===== src/rtl/pipe_ctrl_pkg.sv =====
// Shared definitions for the pipeline controller: exception codes, control
// register addresses, FSM states and the trap-cause helper.
package pipe_ctrl_pkg;

  localparam logic [2:0] EXP_NONE    = 3'd0;
  localparam logic [2:0] EXP_ILL     = 3'd1;
  localparam logic [2:0] EXP_ALIGN   = 3'd2;
  localparam logic [2:0] EXP_SYSCALL = 3'd3;
  localparam logic [2:0] EXP_OVF     = 3'd4;
  localparam logic [2:0] EXP_INT     = 3'd7;

  localparam logic [1:0] CR_STATUS = 2'd0;
  localparam logic [1:0] CR_EPC    = 2'd1;
  localparam logic [1:0] CR_CAUSE  = 2'd2;

  typedef enum logic {
    ST_RUN   = 1'b0,
    ST_DRAIN = 1'b1
  } state_t;

  // Bit order in both vectors: [3]=IF, [2]=ID, [1]=EX, [0]=MEM.
  typedef struct packed {
    logic [3:0] stall;
    logic [3:0] flush;
  } stage_ctrl_t;

  // A synchronous exception code wins; otherwise the trap came from the interrupt.
  function automatic logic [2:0] trap_cause(input logic [2:0] exp_code);
    return (exp_code != EXP_NONE) ? exp_code : EXP_INT;
  endfunction

endpackage


===== src/rtl/pipe_ctrl_cr.sv =====
// Exception/control register file: EPC, cause, interrupt enable and the saved
// previous enable, plus the combinational control-register read port.
module pipe_ctrl_cr
  import pipe_ctrl_pkg::*;
#(
  parameter int ADDR_W = 32
) (
  input  logic              i_clk,
  input  logic              i_rst,
  input  logic              i_trap,
  input  logic              i_eret,
  input  logic [2:0]        i_mem_exp,
  input  logic [ADDR_W-1:0] i_mem_pc,
  input  logic              i_cr_we,
  input  logic [1:0]        i_cr_addr,
  input  logic [31:0]       i_cr_wdata,
  output logic [ADDR_W-1:0] o_epc,
  output logic              o_int_en,
  output logic [31:0]       o_cr_rdata
);

  logic [ADDR_W-1:0] r_epc;
  logic [2:0]        r_cause;
  logic              r_int_en;
  logic              r_pie;

  // Trap and eret are mutually exclusive; the top only asserts i_cr_we when neither is taken.
  always_ff @(posedge i_clk) begin
    if (i_rst) begin
      r_epc    <= '0;
      r_cause  <= EXP_NONE;
      r_int_en <= 1'b0;
      r_pie    <= 1'b0;
    end else if (i_trap) begin
      r_epc    <= i_mem_pc;
      r_cause  <= trap_cause(i_mem_exp);
      r_pie    <= r_int_en;
      r_int_en <= 1'b0;
    end else if (i_eret) begin
      r_int_en <= r_pie;
    end else if (i_cr_we) begin
      case (i_cr_addr)
        CR_STATUS: r_int_en <= i_cr_wdata[0];
        CR_EPC:    r_epc    <= ADDR_W'(i_cr_wdata);
        default:   ;
      endcase
    end
  end

  always_comb begin
    o_cr_rdata = '0;
    if (!i_rst) begin
      case (i_cr_addr)
        CR_STATUS: o_cr_rdata = {31'b0, r_int_en};
        CR_EPC:    o_cr_rdata = 32'(r_epc);
        CR_CAUSE:  o_cr_rdata = {29'b0, r_cause};
        default:   o_cr_rdata = '0;
      endcase
    end
  end

  assign o_epc    = r_epc;
  assign o_int_en = r_int_en;

endmodule


===== src/rtl/pipe_ctrl.sv =====
// Central pipeline controller: resolves stall/flush/redirect priority for the
// IF/ID/EX/MEM stage registers and sequences trap/eret through a drain state.
module pipe_ctrl
  import pipe_ctrl_pkg::*;
#(
  parameter int                ADDR_W     = 32,
  parameter logic [ADDR_W-1:0] EXC_VECTOR = ADDR_W'(32'h0000_0100),
  parameter logic [ADDR_W-1:0] RST_VECTOR = ADDR_W'(32'h0000_0000)
) (
  input  logic              i_clk,
  input  logic              i_rst,
  input  logic              i_if_busy,
  input  logic              i_mem_busy,
  input  logic              i_ld_hazard,
  input  logic              i_mem_en,
  input  logic [ADDR_W-1:0] i_mem_pc,
  input  logic [2:0]        i_mem_exp,
  input  logic              i_mem_eret,
  input  logic              i_irq,
  input  logic              i_cr_we,
  input  logic [1:0]        i_cr_addr,
  input  logic [31:0]       i_cr_wdata,
  output logic [31:0]       o_cr_rdata,
  output logic              o_if_stall,
  output logic              o_id_stall,
  output logic              o_ex_stall,
  output logic              o_mem_stall,
  output logic              o_if_flush,
  output logic              o_id_flush,
  output logic              o_ex_flush,
  output logic              o_mem_flush,
  output logic [ADDR_W-1:0] o_new_pc,
  output logic              o_int_en
);

  state_t            r_state;
  state_t            w_state_next;
  stage_ctrl_t       w_ctrl;
  logic [ADDR_W-1:0] w_new_pc;
  logic [ADDR_W-1:0] w_epc;
  logic              w_int_en;
  logic              w_trap_req;
  logic              w_eret_req;
  logic              w_take_trap;
  logic              w_take_eret;
  logic              w_cr_commit;

  // In DRAIN the MEM-stage insn is a squashed leftover, so it may not trap or eret.
  assign w_trap_req = (r_state == ST_RUN) && i_mem_en &&
                      ((i_mem_exp != EXP_NONE) || (i_irq && w_int_en));
  assign w_eret_req = (r_state == ST_RUN) && i_mem_en && i_mem_eret;

  always_ff @(posedge i_clk) begin
    if (i_rst) begin
      r_state <= ST_RUN;
    end else begin
      r_state <= w_state_next;
    end
  end

  always_comb begin
    w_state_next = r_state;
    w_ctrl       = '0;
    w_new_pc     = EXC_VECTOR;
    w_take_trap  = 1'b0;
    w_take_eret  = 1'b0;
    w_cr_commit  = 1'b0;
    if (i_rst) begin
      w_ctrl.flush = 4'b1111;
      w_new_pc     = RST_VECTOR;
      w_state_next = ST_RUN;
    end else if (i_mem_busy) begin
      w_ctrl.stall = 4'b1111;
    end else if (w_trap_req) begin
      w_ctrl.flush = 4'b1111;
      w_new_pc     = EXC_VECTOR;
      w_take_trap  = 1'b1;
      w_state_next = ST_DRAIN;
    end else if (w_eret_req) begin
      w_ctrl.flush = 4'b1111;
      w_new_pc     = w_epc;
      w_take_eret  = 1'b1;
      w_state_next = ST_DRAIN;
    end else begin
      w_cr_commit  = i_cr_we;
      w_state_next = ST_RUN;
      if (i_ld_hazard) begin
        w_ctrl.stall = 4'b1100;
        w_ctrl.flush = 4'b0010;
      end else if (i_if_busy) begin
        w_ctrl.stall = 4'b1000;
        w_ctrl.flush = 4'b0100;
      end
    end
  end

  pipe_ctrl_cr #(
    .ADDR_W(ADDR_W)
  ) u_cr (
    .i_clk     (i_clk),
    .i_rst     (i_rst),
    .i_trap    (w_take_trap),
    .i_eret    (w_take_eret),
    .i_mem_exp (i_mem_exp),
    .i_mem_pc  (i_mem_pc),
    .i_cr_we   (w_cr_commit),
    .i_cr_addr (i_cr_addr),
    .i_cr_wdata(i_cr_wdata),
    .o_epc     (w_epc),
    .o_int_en  (w_int_en),
    .o_cr_rdata(o_cr_rdata)
  );

  assign o_if_stall  = w_ctrl.stall[3];
  assign o_id_stall  = w_ctrl.stall[2];
  assign o_ex_stall  = w_ctrl.stall[1];
  assign o_mem_stall = w_ctrl.stall[0];
  assign o_if_flush  = w_ctrl.flush[3];
  assign o_id_flush  = w_ctrl.flush[2];
  assign o_ex_flush  = w_ctrl.flush[1];
  assign o_mem_flush = w_ctrl.flush[0];
  assign o_new_pc    = w_new_pc;
  assign o_int_en    = w_int_en;

endmodule


===== config.mk =====
export PLATFORM = sky130hd
export DESIGN_NAME = pipe_ctrl
export DESIGN_NICKNAME = d
export VERILOG_FILES = /design/src/rtl/pipe_ctrl_pkg.sv /design/src/rtl/pipe_ctrl_cr.sv /design/src/rtl/pipe_ctrl.sv
export SDC_FILE = /design/constraint.sdc
export NUM_CORES = 1
export LEC_CHECK = 0
export BUFFER_PORTS_ARGS = -buffer_cell sky130_fd_sc_hd__buf_2
export CORE_MARGIN = 10
export CORE_UTILIZATION = 44
export CTS_CLUSTER_DIAMETER = 30
export DETAILED_ROUTE_END_ITERATION = 16
export PLACE_DENSITY = 0.82
export SLEW_MARGIN = 10
export SYNTH_ARGS = -nofsm -noshare
export SYNTH_HDL_FRONTEND = slang
export SYNTH_SLANG_ARGS = --single-unit

===== constraint.sdc =====
create_clock -name i_clk -period 2 [get_ports i_clk]
set_clock_uncertainty 0.15 [all_clocks]
set_input_delay 0.1 -clock i_clk [delete_from_list [all_inputs] [get_ports i_clk]]
set_output_delay 0.1 -clock i_clk [all_outputs]
set_load 0.02 [all_outputs]

==> results.sh, run 1 <==
export IMPL_regToRegEndpoint="u_cr.o_int_en"
export IMPL_worst_setup_hold_path_clk_slew_ns=0.07
export IMPL_core_mm2=0.00547
export IMPL_finalWorstSetupSlack_ns=-0.101
export IMPL_power_per_cell_area_mw_per_mm2=486
export IMPL_cp_data_arrival_time_ns=1.85
export IMPL_post_drt_wl_per_cell_um=18.4
export IMPL_cp_data_required_time_ns=1.75
export IMPL_start_util_pct=45.0
export IMPL_timing_hold_worst_start="i_mem_exp[1]"
export IMPL_seq_area_um2=766
export IMPL_unique_cell_type_count_in_the_yosys_netlist=37
export IMPL_boundaryPins=151
export IMPL_combPwrFrac_pct=22.8
export IMPL_reg2reg_from="u_cr.o_int_en"
export IMPL_outcome="finished, violations left"
export IMPL_regToRegSetupSlack_ns=0.01
export IMPL_grt_overflow=0
export IMPL_syn_cell_area_mm2=0.00246
export IMPL_layout_drive_gt1_share_pct=43.1
export IMPL_grt_pass1_wl_um=16900
export IMPL_dp_cells=523
export IMPL_postSynthRegisterBits=38
export IMPL_worst_hold_path_endpoint="u_cr.r_cause[1]"
export IMPL_yosys_warnings=0
export IMPL_clock_tree_buffer_depth=2
export IMPL_commonest_cells_after_routing_fill_and_taps_aside="128 x sky130_fd_sc_hd__buf_2, 66 x sky130_fd_sc_hd__nand2_1, 66 x sky130_fd_sc_hd__dlygate4sd3_1"
export IMPL_cell_internal_pwr_w=0.00159
export IMPL_violations="setup timing"
export IMPL_hold_ws_ns=0.0352
export IMPL_async_flop_share_pct=0
export IMPL_worstSkewPairLatency_ns=0.28
export IMPL_finalMaxSlewViolations=0
export IMPL_residual_drc=0
export IMPL_timing_critical_path_from_type="flip-flop"
export IMPL_headroom_to_the_max_slew_limit_pct=49.2
export IMPL_chipWidth_um=94.8
export IMPL_worstMarginPinSlew_ns=0.761
export IMPL_cts_buffers_inserted=5
export IMPL_drt_iter0_markers=172
export IMPL_timing_max_cap_violations=0
export IMPL_area_delta_synth_final_pct=77.4
export IMPL_drtPass1Iterations=5
export IMPL_tns_ns=-1.68
export IMPL_antenna_violating_nets_post_route=0
export IMPL_clock_sinks=38
export IMPL_synthesis_instances=311
export IMPL_cts_tree="done"
export IMPL_netSwitchingFraction_pct=25.3
export IMPL_total_leakage_power_nw=2.15
export IMPL_worst_setup_path_end_kind="primary output"
export IMPL_grt_usage_pct=23.4
export IMPL_stdcell_count=608
export IMPL_vdd_ir_drop_max_mv=0.351
export IMPL_post_route_period_util_pct=105
export IMPL_hold_viol=0
export IMPL_setup_repair_after_global_routing_missed_its_margin="true"
export IMPL_critical_path_max_fanout=9
export IMPL_num_rows=27
export IMPL_setup_violations=31
export IMPL_nNetsFinal=608
export IMPL_pwr_share_clk_pct=37.9
export IMPL_setup_worst_path_class="flip-flop to primary output"
export IMPL_reg2regPathDepth=6
export IMPL_clock_fmax_ghz=0.476
export IMPL_die_area_mm2=0.00900
export IMPL_total_power_w=0.00212
export IMPL_final_weighted_congestion_of_routability_driven_global_placement=0.827
export IMPL_net_count_after_synthesis=389
export IMPL_port_buffers=150
export IMPL_grt_pass1_vias=3336
export IMPL_fillCellCount=336
export IMPL_power_frac_seq_pct=39.3
export IMPL_seq_area_frac_synth_pct=30.9
export IMPL_chip_height_um=94.8
export IMPL_min_path_type="input port to flip-flop"
export IMPL_cts_root_buf="sky130_fd_sc_hd__clkbuf_8"
export IMPL_syn_avg_cell_area_um2=7.93
export IMPL_dp_final_hpwl_um=6710
export IMPL_dr_total_vias=3249
export IMPL_final_core_utilization_pct=79.9
export IMPL_net_switching_power_w=0.000537
export IMPL_totalWireLength_um=11200
export IMPL_final_min_clock_period_ns=2.10
export IMPL_cts_htree_levels=2
export IMPL_dominantRegCellSynth="sky130_fd_sc_hd__dfxtp_1"
export IMPL_grt_max_degree=30
export IMPL_multi_input_area_mm2=0.00159
export IMPL_mostFrequentLayoutCell="sky130_fd_sc_hd__buf_2"
export IMPL_number_of_antenna_violations_at_the_first_check_in_global_routing=3
export IMPL_synth_edf_count=0
export IMPL_vias_per_cell=5.34
export IMPL_min_delay_path_depth=3
-- state kept, by name, summed over array words and instances (netlist names) --
| name | cells |
|---|---|
| u_cr.o_int_en | 1 |
| u_cr.r_pie | 1 |
| u_cr.o_epc | 32 |
| u_cr.r_cause | 3 |
| r_state | 1 |
-- synth_stat cells (2+ instances only) --
| library cell | n | area, um2 |
|---|---|---|
| sky130_fd_sc_hd__nor2_1 | 8 | 30.0 |
| sky130_fd_sc_hd__buf_4 | 3 | 22.5 |
| sky130_fd_sc_hd__a22oi_1 | 2 | 15.0 |
| sky130_fd_sc_hd__buf_2 | 6 | 30.0 |
| sky130_fd_sc_hd__nand3_1 | 33 | 165 |
| sky130_fd_sc_hd__a21o_1 | 2 | 15.0 |
| sky130_fd_sc_hd__dfxtp_1 | 38 | 761 |
| sky130_fd_sc_hd__nand2_2 | 6 | 37.5 |
| sky130_fd_sc_hd__o211ai_1 | 6 | 45.0 |
| sky130_fd_sc_hd__o211ai_2 | 26 | 325 |
| sky130_fd_sc_hd__o21ai_0 | 5 | 25.0 |
| sky130_fd_sc_hd__buf_6 | 6 | 67.6 |
| sky130_fd_sc_hd__nand2_1 | 67 | 251 |
| sky130_fd_sc_hd__and2_1 | 62 | 388 |
| sky130_fd_sc_hd__clkbuf_1 | 11 | 41.3 |
| sky130_fd_sc_hd__a21oi_1 | 3 | 15.0 |
| sky130_fd_sc_hd__inv_1 | 2 | 7.51 |
| sky130_fd_sc_hd__nand2b_1 | 2 | 12.5 |
| sky130_fd_sc_hd__nor2b_1 | 5 | 31.3 |
-- cells by family (layout without fill, tap and decap cells) --
group,count (synthesis),count (layout),share of synthesized area [%]
buffers and inverters,28,248,6.85
AO/OA/AOI/OAI,51,51,21.0
multiplexers,1,1,0.406
flip-flops,38,38,30.9
AND/OR/NAND/NOR,193,193,40.9
other,0,5,0
-- metal layers --
layer  vias to the layer above  track usage (%)  part of all wire, %
met1                      1532             24.1                   35
met2                       177             42.7                   53
met4                         0             12.2                  4.4
met3                        48             6.03                  8.4
met5                         -                0                    0
li1                       1492                -                    -
-- what timing repair did --
| action | in CTS | in global routing |
|---|---|---|
| setup buffers | 3 | 3 |
| gates resized for setup | 49 | 14 |
| hold buffers | 66 | 0 |
| endpoints found under the hold margin | 35 | 0 |
| setup endpoints to repair | 38 | 70 |
| pin swaps | 3 | 1 |
-- power groups by stage --
stage          Sequential (W)  Clock, W  Combinational (W)
6_report             0.000835  0.000806           0.000484
4_1_cts              0.000831  0.000816           0.000452
2_1_floorplan        0.000839         0           0.000186
3_3_place_gp         0.000848         0           0.000322
5_1_grt              0.000840  0.000844           0.000519
3_5_place_dp         0.000850         0           0.000330
-- worst max-delay path by stage --
stage / from / cells past startpoint / endpoint / slack (ns)
floorplan: u_cr.o_int_en / 5 / o_new_pc[0] / 0.14
global placement: u_cr.o_int_en / 5 / u_cr.o_epc[25] / 0.10
detailed placement: u_cr.o_int_en / 5 / u_cr.o_epc[24] / 0.007
CTS: u_cr.o_int_en / 5 / o_id_stall / -0.06
global route: u_cr.o_int_en / 6 / o_new_pc[20] / -0.24
finish: u_cr.o_int_en / 6 / o_new_pc[20] / -0.10
-- critical path, stage by stage, from the launching register on --
cell and delay, ns:
sky130_fd_sc_hd__dfxtp_4 0.36, sky130_fd_sc_hd__a2111oi_4 0.37, sky130_fd_sc_hd__nand2_2 0.13, sky130_fd_sc_hd__nor3_4 0.18
sky130_fd_sc_hd__buf_4 0.19, sky130_fd_sc_hd__and2_1 0.15, sky130_fd_sc_hd__buf_2 0.18
-- area by class of cell --
class	instances	share of cell area, %
clock inverter	2	1.37
antenna	5	0.286
inverter	2	0.172
tap	72	2.06
multi-input combinational	245	36.4
timing repair buffer	238	40.3
sequential	38	17.5
clock buffer	6	1.89
-- stage by stage --
stage,cell area [um2],setup WS [ns]
final,4370,-0.101
after global placement,3300,0.103
after global routing,4370,-0.243
after CTS,4280,-0.0629
after floorplan,2460,0.141
after detailed placement,3300,0.00746
Power figures use the tool's default switching activity.
==> run 2: changes to the inputs <==
==> constraint.sdc (replaced) <==
create_clock -name i_clk -period 2 [get_ports i_clk]
set_clock_uncertainty 0.15 [all_clocks]
set_input_delay 0.6 -clock i_clk [delete_from_list [all_inputs] [get_ports i_clk]]
set_output_delay 0.6 -clock i_clk [all_outputs]
set_load 0.02 [all_outputs]
==> run 2 against run 1 <==
Net effect: the flow still finishes with violations (setup timing); clock power is 17% lower; sequential cell count unchanged; fmax down 21%; via count increased by 3.0%; worst setup slack worse by 0.54 ns; clock-buffer cell count grew 1; combinational power up 29%; register-to-register slack lost 0.11 ns; critical path type is now input port to primary output; largest cell class unchanged; highest routed layer unchanged.
==> results.sh, run 2 (synthesis results as in run 1) <==
export IMPL_reg2reg_from="u_cr.o_int_en"
export IMPL_dr_total_vias=3348
export IMPL_vias_per_cell=5.71
export IMPL_timing_max_cap_violations=0
export IMPL_drt_iter0_markers=262
export IMPL_diodes=0
export IMPL_cp_data_required_time_ns=1.25
export IMPL_residual_drc=0
export IMPL_totalWireLength_um=13000
export IMPL_drtPass1Iterations=5
export IMPL_cts_hold_buffers=0
export IMPL_post_route_period_util_pct=132
export IMPL_cts_buffers_inserted=5
export IMPL_vdd_ir_drop_max_mv=0.340
export IMPL_area_delta_synth_final_pct=100
export IMPL_final_weighted_congestion_of_routability_driven_global_placement=0.843
export IMPL_cp_data_arrival_time_ns=1.89
export IMPL_cts_root_buf="sky130_fd_sc_hd__clkbuf_8"
export IMPL_number_of_antenna_violations_at_the_first_check_in_global_routing=0
export IMPL_layout_drive_gt1_share_pct=69.1
export IMPL_mostFrequentLayoutCell="sky130_fd_sc_hd__buf_6"
export IMPL_hold_viol=0
export IMPL_antenna_violating_nets_post_route=0
export IMPL_worstMarginPinSlew_ns=0.540
export IMPL_worstSkewPairLatency_ns=0.30
export IMPL_worst_hold_path_endpoint="u_cr.o_epc[15]"
export IMPL_dp_cells=540
export IMPL_setup_violations=104
export IMPL_boundaryPins=151
export IMPL_regToRegSetupSlack_ns=-0.10
export IMPL_cts_htree_levels=2
export IMPL_final_min_clock_period_ns=2.64
export IMPL_setup_worst_path_class="input port to primary output"
export IMPL_clock_fmax_ghz=0.378
export IMPL_power_frac_seq_pct=39.6
export IMPL_timing_critical_path_from_type="input port"
export IMPL_dp_final_hpwl_um=6840
export IMPL_largest_reg_flops=32
export IMPL_pwr_share_clk_pct=31.3
export IMPL_tns_ns=-35.89
export IMPL_chipWidth_um=94.8
export IMPL_worst_setup_hold_path_clk_slew_ns=0.08
export IMPL_combPwrFrac_pct=29.1
export IMPL_grt_pass1_wl_um=18200
export IMPL_chip_height_um=94.8
export IMPL_fillCellCount=239
export IMPL_headroom_to_the_max_slew_limit_pct=63.9
export IMPL_reg2regPathDepth=8
export IMPL_power_per_cell_area_mw_per_mm2=433
export IMPL_regToRegEndpoint="u_cr.o_epc[13]"
export IMPL_min_delay_path_depth=3
export IMPL_clock_tree_buffer_depth=2
export IMPL_grt_overflow=0
export IMPL_clock_sinks=38
export IMPL_num_rows=27
export IMPL_netSwitchingFraction_pct=29.1
export IMPL_port_buffers=150
export IMPL_setup_repair_after_global_routing_missed_its_margin="true"
export IMPL_commonest_cells_after_routing_fill_and_taps_aside="93 x sky130_fd_sc_hd__buf_6, 70 x sky130_fd_sc_hd__buf_2, 56 x sky130_fd_sc_hd__nand2_1"
export IMPL_core_mm2=0.00547
export IMPL_multi_input_area_mm2=0.00181
export IMPL_net_switching_power_w=0.000622
export IMPL_die_area_mm2=0.00900
export IMPL_total_leakage_power_nw=2.34
export IMPL_finalMaxSlewViolations=0
export IMPL_final_core_utilization_pct=90.2
export IMPL_placement_cell_area_mm2=0.00364
export IMPL_worst_setup_path_end_kind="primary output"
export IMPL_violations="setup timing"
export IMPL_critical_path_max_fanout=19
export IMPL_post_drt_wl_per_cell_um=22.3
export IMPL_grt_max_degree=28
export IMPL_min_path_type="input port to flip-flop"
export IMPL_timing_hold_worst_start="i_mem_pc[15]"
export IMPL_cts_tree="done"
export IMPL_seq_area_um2=764
export IMPL_finalWorstSetupSlack_ns=-0.644
export IMPL_start_util_pct=45.0
export IMPL_grt_pass1_vias=3397
export IMPL_post_route_cell_area_mm2=0.00494
export IMPL_outcome="finished, violations left"
export IMPL_nNetsFinal=591
export IMPL_stdcell_count=586
export IMPL_hold_ws_ns=0.349
export IMPL_grt_usage_pct=25.7
export IMPL_cell_internal_pwr_w=0.00152
## run 2: cell count changes in the layout (fill, tap and decap cells not counted), sizes merged
cell         before  now
bufbuf            0    1
diode             5    0
clkbuf            6    9
buf             172  218
bufinv            2    1
dlygate4sd3      66    0
## run 2: layout make-up
class / count / share of cell area [%]
Clock inverter: 1 / 0.608
Timing Repair Buffer: 221 / 43.7
Tap cell: 72 / 1.82
Clock buffer: 7 / 1.55
Sequential cell: 38 / 15.5
Multi-Input combinational cell: 245 / 36.7
Inverter: 2 / 0.152
## run 2: how the worst max path moves through the flow
stage,slack [ns],from,cells after the start,to
2_1_floorplan,-0.44,i_irq,5,o_new_pc[0]
3_3_place_gp,-0.66,i_irq,7,o_new_pc[5]
3_5_place_dp,-0.69,i_irq,7,o_new_pc[27]
4_1_cts,-0.62,i_mem_exp[2],7,o_new_pc[27]
5_1_grt,-0.71,i_irq,7,o_new_pc[27]
6_report,-0.64,i_irq,7,o_new_pc[27]
## run 2: critical path: stages
cell and delay (ns):
sky130_fd_sc_hd__buf_6 0.10, sky130_fd_sc_hd__a2111oi_4 0.38, sky130_fd_sc_hd__nand2_2 0.13, sky130_fd_sc_hd__nor3_4 0.19, sky130_fd_sc_hd__buf_6 0.20, sky130_fd_sc_hd__and2_2 0.16
sky130_fd_sc_hd__buf_4 0.14
## run 2: timing repair
item | 4_1_cts | 5_1_grt
setup buffers | 27 | 17
pin swaps | 22 | 19
gates resized for setup | 206 | 47
setup endpoints to repair | 105 | 108
gates cloned | 8 | 3
## run 2: per-layer routing
metal	track usage, %	wire length (um)	vias to the layer above
met5	0	0	-
met4	12.0	554	0
met3	6.42	1120	55
met2	46.7	6780	233
met1	27.1	4590	1598
li1	-	-	1462
## run 2: power by group through the flow
stage | clock network (W) | logic, W | registers, W
2_1_floorplan | 0 | 0.000206 | 0.000840
3_3_place_gp | 0 | 0.000370 | 0.000849
3_5_place_dp | 0 | 0.000380 | 0.000852
4_1_cts | 0.000660 | 0.000566 | 0.000836
5_1_grt | 0.000698 | 0.000650 | 0.000849
6_report | 0.000670 | 0.000623 | 0.000847
## run 2: metrics by stage
stage	worst slack [ns]	power, W
2_1_floorplan	-0.442	0.00105
3_3_place_gp	-0.665	0.00122
3_5_place_dp	-0.693	0.00123
4_1_cts	-0.624	0.00206
5_1_grt	-0.709	0.00220
6_report	-0.644	0.00214
